==> config.mk <==
export PLATFORM = sky130hd
export DESIGN_NAME = dmem_access_ctrl
export DESIGN_NICKNAME = d
export VERILOG_FILES = /design/src/rtl/dmem_pkg.sv /design/src/rtl/lsu_lane.sv /design/src/rtl/dmem_access_ctrl.sv
export SDC_FILE = /design/constraint.sdc
export NUM_CORES = 1
export LEC_CHECK = 0
export CAP_MARGIN = 20
export CORE_ASPECT_RATIO = 0.7
export CORE_MARGIN = 10
export CORE_UTILIZATION = 42
export CTS_BUF_LIST = sky130_fd_sc_hd__clkbuf_2 sky130_fd_sc_hd__clkbuf_4 sky130_fd_sc_hd__clkbuf_8
export DETAILED_ROUTE_END_ITERATION = 16
export GPL_ROUTABILITY_DRIVEN = 0
export GPL_TIMING_DRIVEN = 0
export PLACE_DENSITY = 0.87
export SLEW_MARGIN = 20
export SYNTH_ARGS = -nofsm -noshare
export SYNTH_HDL_FRONTEND = slang
export SYNTH_HIERARCHICAL = 1
export SYNTH_SLANG_ARGS = --single-unit
==> constraint.sdc <==
create_clock -name clk -period 5.8 [get_ports clk]
set_input_delay 0.58 -clock clk [delete_from_list [all_inputs] [get_ports clk]]
set_output_delay 0.58 -clock clk [all_outputs]
set_load 0.01 [all_outputs]
==> src/rtl/dmem_pkg.sv <==
// Shared types and helpers for the MEM-stage data-memory access controller.
package dmem_pkg;

  typedef enum logic [1:0] {
    IDLE,
    REQ,
    RESP,
    DONE
  } state_t;

  localparam logic [2:0] F3_B  = 3'b000;
  localparam logic [2:0] F3_H  = 3'b001;
  localparam logic [2:0] F3_W  = 3'b010;
  localparam logic [2:0] F3_BU = 3'b100;
  localparam logic [2:0] F3_HU = 3'b101;

  // Unlisted size codes behave as word accesses, so they need word alignment.
  function automatic logic is_misaligned(input logic [2:0] f3, input logic [1:0] a);
    case (f3)
      F3_B, F3_BU: return 1'b0;
      F3_H, F3_HU: return a[0];
      default:     return a != 2'b00;
    endcase
  endfunction

endpackage

==> src/rtl/lsu_lane.sv <==
// Byte-lane steering: store byte enables / replicated write data, and load
// byte/half selection with sign or zero extension.
module lsu_lane
  import dmem_pkg::*;
(
  input  logic [2:0]  funct3,
  input  logic [1:0]  boff,
  input  logic [31:0] wdata,
  input  logic [31:0] rdata,
  output logic [3:0]  be,
  output logic [31:0] wdata_lane,
  output logic [31:0] rdata_ext
);

  logic [31:0] rsh;

  assign rsh = rdata >> {boff, 3'b000};

  always_comb begin
    be         = 4'hF;
    wdata_lane = wdata;
    rdata_ext  = rdata;
    case (funct3)
      F3_B: begin
        be         = 4'b0001 << boff;
        wdata_lane = {4{wdata[7:0]}};
        rdata_ext  = {{24{rsh[7]}}, rsh[7:0]};
      end
      F3_BU: begin
        be         = 4'b0001 << boff;
        wdata_lane = {4{wdata[7:0]}};
        rdata_ext  = {24'h0, rsh[7:0]};
      end
      F3_H: begin
        be         = 4'b0011 << boff;
        wdata_lane = {2{wdata[15:0]}};
        rdata_ext  = {{16{rsh[15]}}, rsh[15:0]};
      end
      F3_HU: begin
        be         = 4'b0011 << boff;
        wdata_lane = {2{wdata[15:0]}};
        rdata_ext  = {16'h0, rsh[15:0]};
      end
      default: ;
    endcase
  end

endmodule

==> src/rtl/dmem_access_ctrl.sv <==
// MEM-stage data-memory sequencer: drives a req/gnt/rvalid port, stalls the
// pipeline while an access is outstanding, and flags misalignment and timeouts.
module dmem_access_ctrl
  import dmem_pkg::*;
#(
  parameter int TMO_CYC = 255,
  parameter int AW      = 32
) (
  input  logic          clk,
  input  logic          rst,
  input  logic          readm,
  input  logic          memWrtm,
  input  logic [2:0]    funct3m,
  input  logic [31:0]   aluRsltm,
  input  logic [31:0]   wrtDm,
  output logic          memReq,
  output logic          memWe,
  output logic [AW-1:0] memAddr,
  output logic [3:0]    memBe,
  output logic [31:0]   memWdata,
  input  logic          memGnt,
  input  logic          memRvalid,
  input  logic [31:0]   memRdata,
  output logic          stallMem,
  output logic [31:0]   rdDatam,
  output logic          rdValidm,
  output logic          misAlgn,
  output logic          busErr
);

  // state | meaning
  // IDLE  | nothing outstanding; issues a request when EX/MEM holds a load/store
  // REQ   | request presented, waiting for memGnt
  // RESP  | load granted, waiting for memRvalid
  // DONE  | access finished; pipeline released, result pulses emitted

  localparam int CW = (TMO_CYC > 1) ? $clog2(TMO_CYC + 1) : 1;

  state_t        state_q, state_d;
  logic [CW-1:0] cnt_q;
  logic          post_rst_q;
  logic          done_ld_q, done_mis_q, done_err_q;
  logic          done_ld_d, done_mis_d, done_err_d;
  logic [31:0]   rd_q;
  logic          rd_cap;
  logic          acc, mis, tmo_hit;
  logic [31:0]   ld_ext;

  // The instruction still sitting in EX/MEM right after reset is not issued.
  assign acc     = (readm | memWrtm) & ~post_rst_q;
  assign mis     = is_misaligned(funct3m, aluRsltm[1:0]);
  assign tmo_hit = (TMO_CYC != 0) && ((int'(cnt_q) + 1) == TMO_CYC);

  assign memWe   = memWrtm;
  assign memAddr = {aluRsltm[AW-1:2], 2'b00};
  assign rdDatam = rd_q;

  lsu_lane u_lane (
    .funct3     (funct3m),
    .boff       (aluRsltm[1:0]),
    .wdata      (wrtDm),
    .rdata      (memRdata),
    .be         (memBe),
    .wdata_lane (memWdata),
    .rdata_ext  (ld_ext)
  );

  always_comb begin
    state_d    = state_q;
    memReq     = 1'b0;
    stallMem   = 1'b0;
    rdValidm   = 1'b0;
    misAlgn    = 1'b0;
    busErr     = 1'b0;
    done_ld_d  = 1'b0;
    done_mis_d = 1'b0;
    done_err_d = 1'b0;
    rd_cap     = 1'b0;
    case (state_q)
      IDLE: begin
        if (acc) begin
          stallMem = 1'b1;
          if (mis) begin
            state_d    = DONE;
            done_mis_d = 1'b1;
          end else begin
            memReq = 1'b1;
            if (memGnt) state_d = memWrtm ? DONE : RESP;
            else        state_d = REQ;
          end
        end
      end
      REQ: begin
        stallMem = 1'b1;
        memReq   = 1'b1;
        if (memGnt) begin
          state_d = memWrtm ? DONE : RESP;
        end else if (tmo_hit) begin
          state_d    = DONE;
          done_err_d = 1'b1;
        end
      end
      RESP: begin
        stallMem = 1'b1;
        if (memRvalid) begin
          rd_cap    = 1'b1;
          state_d   = DONE;
          done_ld_d = 1'b1;
        end else if (tmo_hit) begin
          state_d    = DONE;
          done_err_d = 1'b1;
        end
      end
      DONE: begin
        rdValidm = done_ld_q;
        misAlgn  = done_mis_q;
        busErr   = done_err_q;
        state_d  = IDLE;
      end
      default: state_d = IDLE;
    endcase
  end

  always_ff @(posedge clk) begin
    if (rst) begin
      state_q    <= IDLE;
      cnt_q      <= '0;
      rd_q       <= '0;
      done_ld_q  <= 1'b0;
      done_mis_q <= 1'b0;
      done_err_q <= 1'b0;
      post_rst_q <= 1'b1;
    end else begin
      state_q    <= state_d;
      post_rst_q <= 1'b0;
      done_ld_q  <= done_ld_d;
      done_mis_q <= done_mis_d;
      done_err_q <= done_err_d;
      if ((state_q == REQ || state_q == RESP) && state_d == state_q) cnt_q <= cnt_q + CW'(1);
      else                                                           cnt_q <= '0;
      if (rd_cap) rd_q <= ld_ext;
    end
  end

endmodule
==> results of run 1 <==
==> registers in the layout, indices dropped and copies added, names as in the netlist <==
name,flops
done_ld_q,1
state_q,2
cnt_q,8
done_mis_q,1
post_rst_q,1
done_err_q,1
rdDatam,32
==> per-layer routing <==
| layer | track usage | up-vias | wire length, µm |
|---|---|---|---|
| met5 | 0 | - | 0 |
| met4 | 0.0392 | 0 | 221 |
| met3 | 0.0687 | 27 | 1600 |
| met2 | 0.371 | 255 | 7220 |
| met1 | 0.278 | 2000 | 5880 |
| li1 | - | 1967 | - |
==> cell usage in the layout, fill, tap and decap left out, types with 2 or more instances in the layout <==
| master | n |
|---|---|
| clkdlybuf4s50_1 | 178 |
| nand2_1 | 104 |
| dfxtp_1 | 46 |
| buf_4 | 44 |
| a21oi_1 | 39 |
| mux2_2 | 23 |
| nor2_1 | 21 |
| o21ai_0 | 20 |
| mux2i_1 | 20 |
| clkbuf_1 | 17 |
| inv_1 | 14 |
| o31ai_1 | 11 |
| ha_1 | 8 |
| o211a_1 | 8 |
| o221ai_1 | 8 |
| a22oi_1 | 7 |
| and2_1 | 6 |
| clkbuf_8 | 6 |
| buf_2 | 6 |
| o32ai_1 | 6 |
| nand2b_1 | 5 |
| buf_1 | 4 |
| o22ai_1 | 3 |
| and3_1 | 3 |
| nand3_1 | 3 |
| or2_2 | 3 |
| o21ai_1 | 2 |
| nand3b_1 | 2 |
| a31oi_1 | 2 |
| xnor2_1 | 2 |
| xor2_1 | 2 |
| conb_1 | 2 |
| buf_6 | 2 |
| nor2b_1 | 2 |
==> worst min-delay path: cells and delay by family, from the launching register on <==
kind,cells,cell delay (ns)
simple gates,1,0.05
flops,1,0.31
compound gates,1,0.05
==> cells by family after synthesis <==
family	share of synthesized area
buffers and inverters	0.144
other	0.00104
flip-flops	0.257
multiplexers	0.134
AO/OA/AOI/OAI	0.236
XOR/XNOR	0.00976
AND/OR/NAND/NOR	0.190
adder cells (fa/ha/maj)	0.0279
==> area by class of cell <==
| type | instances | share of cell area |
|---|---|---|
| Inverter | 15 | 0.0101 |
| Timing Repair Buffer | 178 | 0.318 |
| Buffer | 73 | 0.0824 |
| Multi-Input combinational cell | 335 | 0.385 |
| Sequential cell | 46 | 0.164 |
| Clock inverter | 2 | 0.00223 |
| Clock buffer | 6 | 0.0147 |
| Tap cell | 105 | 0.0235 |
==> cell usage after synthesis, types with 2 or more instances <==
cell type,instances,share of area
nand2_1,104,0.11
dfxtp_1,46,0.26
buf_4,44,0.092
a21oi_1,39,0.054
mux2_2,23,0.072
nor2_1,21,0.022
mux2i_1,20,0.056
o21ai_0,20,0.028
clkbuf_1,17,0.018
inv_1,14,0.015
o31ai_1,11,0.023
ha_1,8,0.028
o211a_1,8,0.022
o221ai_1,8,0.020
a22oi_1,7,0.015
and2_1,6,0.010
buf_2,6,0.0084
o32ai_1,6,0.015
nand2b_1,5,0.0087
buf_1,4,0.0042
and3_1,3,0.0052
nand3_1,3,0.0042
o22ai_1,3,0.0052
or2_2,3,0.0052
a31oi_1,2,0.0035
buf_6,2,0.0063
nand3b_1,2,0.0042
nor2b_1,2,0.0035
o21ai_1,2,0.0028
xnor2_1,2,0.0049
xor2_1,2,0.0049
==> path summary, 6_finish.rpt <==
path	from	to	slack, ns	cells past startpoint
hold / removal	rdDatam[21]$_SDFFE_PP0P_	rdDatam[21]$_SDFFE_PP0P_	0.46	2
setup / recovery	aluRsltm[1]	memBe[3]	2.47	7
setup reg to reg	state_q[0]$_SDFF_PP0_	cnt_q[2]$_SDFF_PP0_	3.49	9
hold reg to reg	rdDatam[21]$_SDFFE_PP0P_	rdDatam[21]$_SDFFE_PP0P_	0.46	2
==> power groups by stage <==
stage / sequential, mW / clock, mW / combinational, mW
global route: 0.365 / 0.227 / 0.505
global placement: 0.366 / 0 / 0.446
detailed placement: 0.368 / 0 / 0.462
finish: 0.362 / 0.209 / 0.468
CTS: 0.361 / 0.213 / 0.464
floorplan: 0.370 / 0 / 0.237
==> metrics by stage <==
step / hold slack (ns) / utilization / setup WS [ns] / power (mW) / instances
final: 0.460 / 0.669 / 2.47 / 1.04 / 760
after floorplan: 0.460 / - / 3.76 / 0.607 / 469
after detailed placement: 0.449 / 0.658 / 2.52 / 0.830 / 752
after global placement: 0.444 / 0.658 / 2.55 / 0.811 / 752
after global routing: 0.476 / 0.669 / 2.30 / 1.10 / 760
after CTS: 0.462 / 0.669 / 2.51 / 1.04 / 760
==> results.ini, run 1 <==
[detailed_routing]
drtIter0Drc=498
vias_per_cell=5.59
drt_first_pass_iters=5
avgRoutedWirePerCell_um=19.6
ant_nets=0
drc=0
wirelength_um=14900
via_count=4249

[clock_network]
cts-root-buf=clkbuf_8
post_cts.repair.setup_buffers=0
cts_resized=0
clk_pin_slew_ns=0.08
numCtsBuffers=5
cts.hold.buffers_added=0
cts_tree=done
cts_sinks=46
htree_levels=2
cts_buffer_depth=2
insertion_delay_ns=0.30

[pwr]
combPwrFrac=0.450
vdd.ir_drop.worst_uv=121
total_leakage_power_nw=2.17
p_sw_frac=0.354
p_int_mw=0.671
power_density_mw_per_mm2=186
clkPwrFrac=0.201
pwr-share-seq=0.348
power.switching_mw=0.369

[min_path]
hp-class=reg -> reg

[critical_path]
cp_data_arrival_time_ns=2.75
crit_path_max_fanout=10
crit_buf_inv=5
cpPeakStageDelay_ns=0.56
path_cells=clkdlybuf4s50_1 > buf_6 > buf_2 > clkbuf_1 > o21ai_0 > nand2_1 > clkdlybuf4s50_1
critPathCaptureType=output port
crit_type=in -> out
required_ns=5.22
cp-start-kind=input pin
slowest_stage=clkdlybuf4s50_1
cp_common_cell=clkdlybuf4s50_1
cpLargestDelayFamily=buffers and inverters

[cells_and_area]
fin_area_mm2=0.00560
multi_input_area_mm2=0.00215
area_delta_synth_final_pct=56.0
drive_gt1_frac=0.151
fillers=662
register_area_um2=921
n_antenna_cell=0
num-nets-final=767

[logic_synthesis]
ys_async_sr_fraction=0
synthFlopType=dfxtp_1
ys_ff_latch=46
avgSynthCellArea_um2=7.67
syn_area_mm2=0.00359
synth-edff-count=0
syn_inst=468
ys_seq_area_frac=0.257
yosys_warnings=6
synth.distinct_cells=56

[floorplanning]
dieWidth_um=131
initial_core_util=0.429
die_area_mm2=0.0127
rows=28
ios=211
die_height_um=97.4
fp.coreArea_mm2=0.00837

[sta]
min_period_ns=3.33
relSlewSlack=0.618
setup_viol=0
report.final.slew_viol_count=0
hold_violations=0
skew_ns=0.0107
fmax_mhz=300
max_slew.worst_pin.slew_ns=0.572
fin_crit_sh=0.575
rsz0062_at_grt=no
tns_ns=0

[global_route]
grt_pass1_vias=4113
track_usage=0.223
grt_pass1_wl_um=22900
antenna_found_initial=0
grt_start_max_net_pins=15
globalRoute.totalOverflow=0

[placed_design]
hpwlAfterDp_um=12400
io_buffers=178
place_area_mm2=0.00551

[outcome]
status=completed

[job]
cap_violations=0

Note: power is estimated with default switching activity, not from simulation.
==> run 2: changes to the inputs <==
--- a/config.mk
+++ b/config.mk
@@ -8,12 +8,12 @@
 export CAP_MARGIN = 20
 export CORE_ASPECT_RATIO = 0.7
 export CORE_MARGIN = 10
-export CORE_UTILIZATION = 42
+export CORE_UTILIZATION = 36
 export CTS_BUF_LIST = sky130_fd_sc_hd__clkbuf_2 sky130_fd_sc_hd__clkbuf_4 sky130_fd_sc_hd__clkbuf_8
 export DETAILED_ROUTE_END_ITERATION = 16
 export GPL_ROUTABILITY_DRIVEN = 0
 export GPL_TIMING_DRIVEN = 0
-export PLACE_DENSITY = 0.87
+export PLACE_DENSITY = 0.79
 export SLEW_MARGIN = 20
 export SYNTH_ARGS = -nofsm -noshare
 export SYNTH_HDL_FRONTEND = slang
==> constraint.sdc (replaced) <==
create_clock -name clk -period 2.7 [get_ports clk]
set_input_delay 0.27 -clock clk [delete_from_list [all_inputs] [get_ports clk]]
set_output_delay 0.27 -clock clk [all_outputs]
set_load 0.01 [all_outputs]
==> results.ini, run 2 (synthesis gave the netlist of run 1 again) <==
[sta]
relSlewSlack=0.599  ; -0.0193
report.final.slew_viol_count=0  ; unchanged
setup_viol=0  ; unchanged
tns_ns=0  ; unchanged
max_slew.worst_pin.slew_ns=0.601  ; +0.0290 ns
fin_crit_sh=0.973
fmax_mhz=380
hold_violations=0  ; unchanged
setup_slack_ns=0.0717  ; -2.39 ns
rsz0062_at_grt=yes
skew_ns=0.00740  ; -0.00328 ns
min_period_ns=2.63
timing.hold.ws_ns=0.446  ; -0.0142 ns

[min_path]
hp-start=rst
min_path_cells=1  ; -1
hp-class=in -> reg
hold_end=post_rst_q$_DFF_P_

[detailed_routing]
top_layer=met5
vias_per_cell=5.25  ; -6.0%
avgRoutedWirePerCell_um=18.6  ; -5.2%
wirelength_um=14600  ; -2.5%
ant_nets=0  ; unchanged
drtIter0Drc=403  ; -19%
met2_wirelength_um=6720  ; -6.9%
met3WireLength_um=1620  ; +1.6%
drc=0  ; unchanged
drt_first_pass_iters=5  ; unchanged
via_count=4109  ; -3.3%
wl_met1_um=6000  ; +2.1%

[clock_network]
cts_buffer_depth=2  ; unchanged
cts-root-buf=clkbuf_8
cts.hold.buffers_added=0  ; unchanged
cts_sinks=46  ; unchanged
htree_levels=2  ; unchanged
cts_resized=0  ; unchanged
numCtsBuffers=5  ; unchanged
insertion_delay_ns=0.30  ; about the same
cts_tree=done
clk_pin_slew_ns=0.09  ; about the same
post_cts.repair.setup_buffers=0  ; unchanged

[cells_and_area]
fillers=856  ; +29%
area_delta_synth_final_pct=57.4
drive_gt1_frac=0.156  ; +0.00482
largest_reg_flops=32  ; unchanged
stdcell_count=782  ; +2.9%
final_common_cell=clkdlybuf4s50_1
n_antenna_cell=0  ; unchanged
num-nets-final=766  ; -0.13%
layout_common_cells=clkdlybuf4s50_1 (178), nand2_1 (104), dfxtp_1 (46), buf_4 (44), a21oi_1 (39)
fin_util=0.581  ; -0.0879
fin_area_mm2=0.00565  ; +0.85%

[pwr]
power.total_mw=2.29  ; +120%
total_leakage_power_nw=2.19  ; +0.68%
power_density_mw_per_mm2=406  ; +120%
vdd.ir_drop.worst_uv=225  ; +86%

[placed_design]
io_buffers=178  ; unchanged
dpl_worst_slack_ns=0.0499  ; -2.47 ns
place_area_mm2=0.00554  ; +0.52%
dp.cells=775  ; +3.1%
hpwlAfterDp_um=12200  ; -1.5%

[floorplanning]
rows=30  ; +7.1%
die_height_um=104  ; +6.4%
fp.coreArea_mm2=0.00972  ; +16%
initial_core_util=0.369  ; -0.0595
die_area_mm2=0.0144  ; +14%
ios=211  ; unchanged
dieWidth_um=139  ; +6.8%

[global_route]
grt_pass1_wl_um=22700  ; -1.1%
track_usage=0.188  ; -0.0354
globalRoute.totalOverflow=0  ; unchanged
grt_start_max_net_pins=15  ; unchanged
antenna_found_initial=1  ; +1
grt_pass1_vias=4070  ; -1.0%

[critical_path]
r2r-start=state_q[0]$_SDFF_PP0_
r2r_slack_ns=0.52  ; -2.97 ns
cp-start-kind=input pin
required_ns=2.43  ; -2.79 ns
crit_path_max_fanout=10  ; unchanged
crit_type=in -> out
reg2reg_to=cnt_q[4]$_SDFF_PP0_
critPathCaptureType=output port
reg2reg_depth=9  ; unchanged
cp_data_arrival_time_ns=2.36  ; -0.39 ns

[outcome]
status=completed

[job]
cap_violations=0  ; unchanged

==> run 2: cell count changes in the layout (fill, tap and decap cells not counted), sizes merged <==
cell    previous run  this run
buf               56        54
bufinv             0         1
==> run 2: worst max-delay path: stages <==
cell             delay [ns]
clkdlybuf4s50_1        0.49
buf_2                  0.25
clkinvlp_4             0.25
clkbuf_1               0.28
o21ai_0                0.19
clkdlybuf4s50_1        0.61
==> run 2: cell type report <==
cell class / instances / area, µm² / area share
flip-flops and latches: 46 / 921 / 0.163
multi-input cells: 335 / 2150 / 0.381
clock buffers: 5 / 68.8 / 0.0122
repair buffers: 178 / 1780 / 0.315
inverters: 15 / 60.1 / 0.0106
clock inverters: 3 / 40.0 / 0.00709
plain buffers: 72 / 463 / 0.0819
well taps: 128 / 160 / 0.0284
==> run 2: metal layers <==
metal	vias to the layer above	global-route usage
met5	-	0
met4	2	0.0357
met3	20	0.0666
met2	225	0.303
met1	1905	0.236
li1	1957	-
==> run 2: worst max-delay path by stage <==
stage | start | to | slack [ns] | depth (start not counted)
after floorplan | cnt_q[2]$_SDFF_PP0_ | cnt_q[3]$_SDFF_PP0_ | 0.84 | 6
after global placement | funct3m[1] | memBe[1] | 0.06 | 6
after detailed placement | funct3m[1] | memBe[1] | 0.05 | 6
after CTS | funct3m[1] | memBe[1] | 0.04 | 6
after global routing | funct3m[1] | memBe[1] | -0.03 | 6
final | funct3m[1] | memBe[1] | 0.07 | 6
==> run 2: where the power goes <==
group / internal [mW] / switching, mW / leakage (nW) / total, mW
combinational: 0.509 / 0.491 / 1.76 / 1.00
sequential: 0.729 / 0.0481 / 0.373 / 0.777
clock: 0.273 / 0.244 / 0.0579 / 0.517
total: 1.51 / 0.783 / 2.19 / 2.29
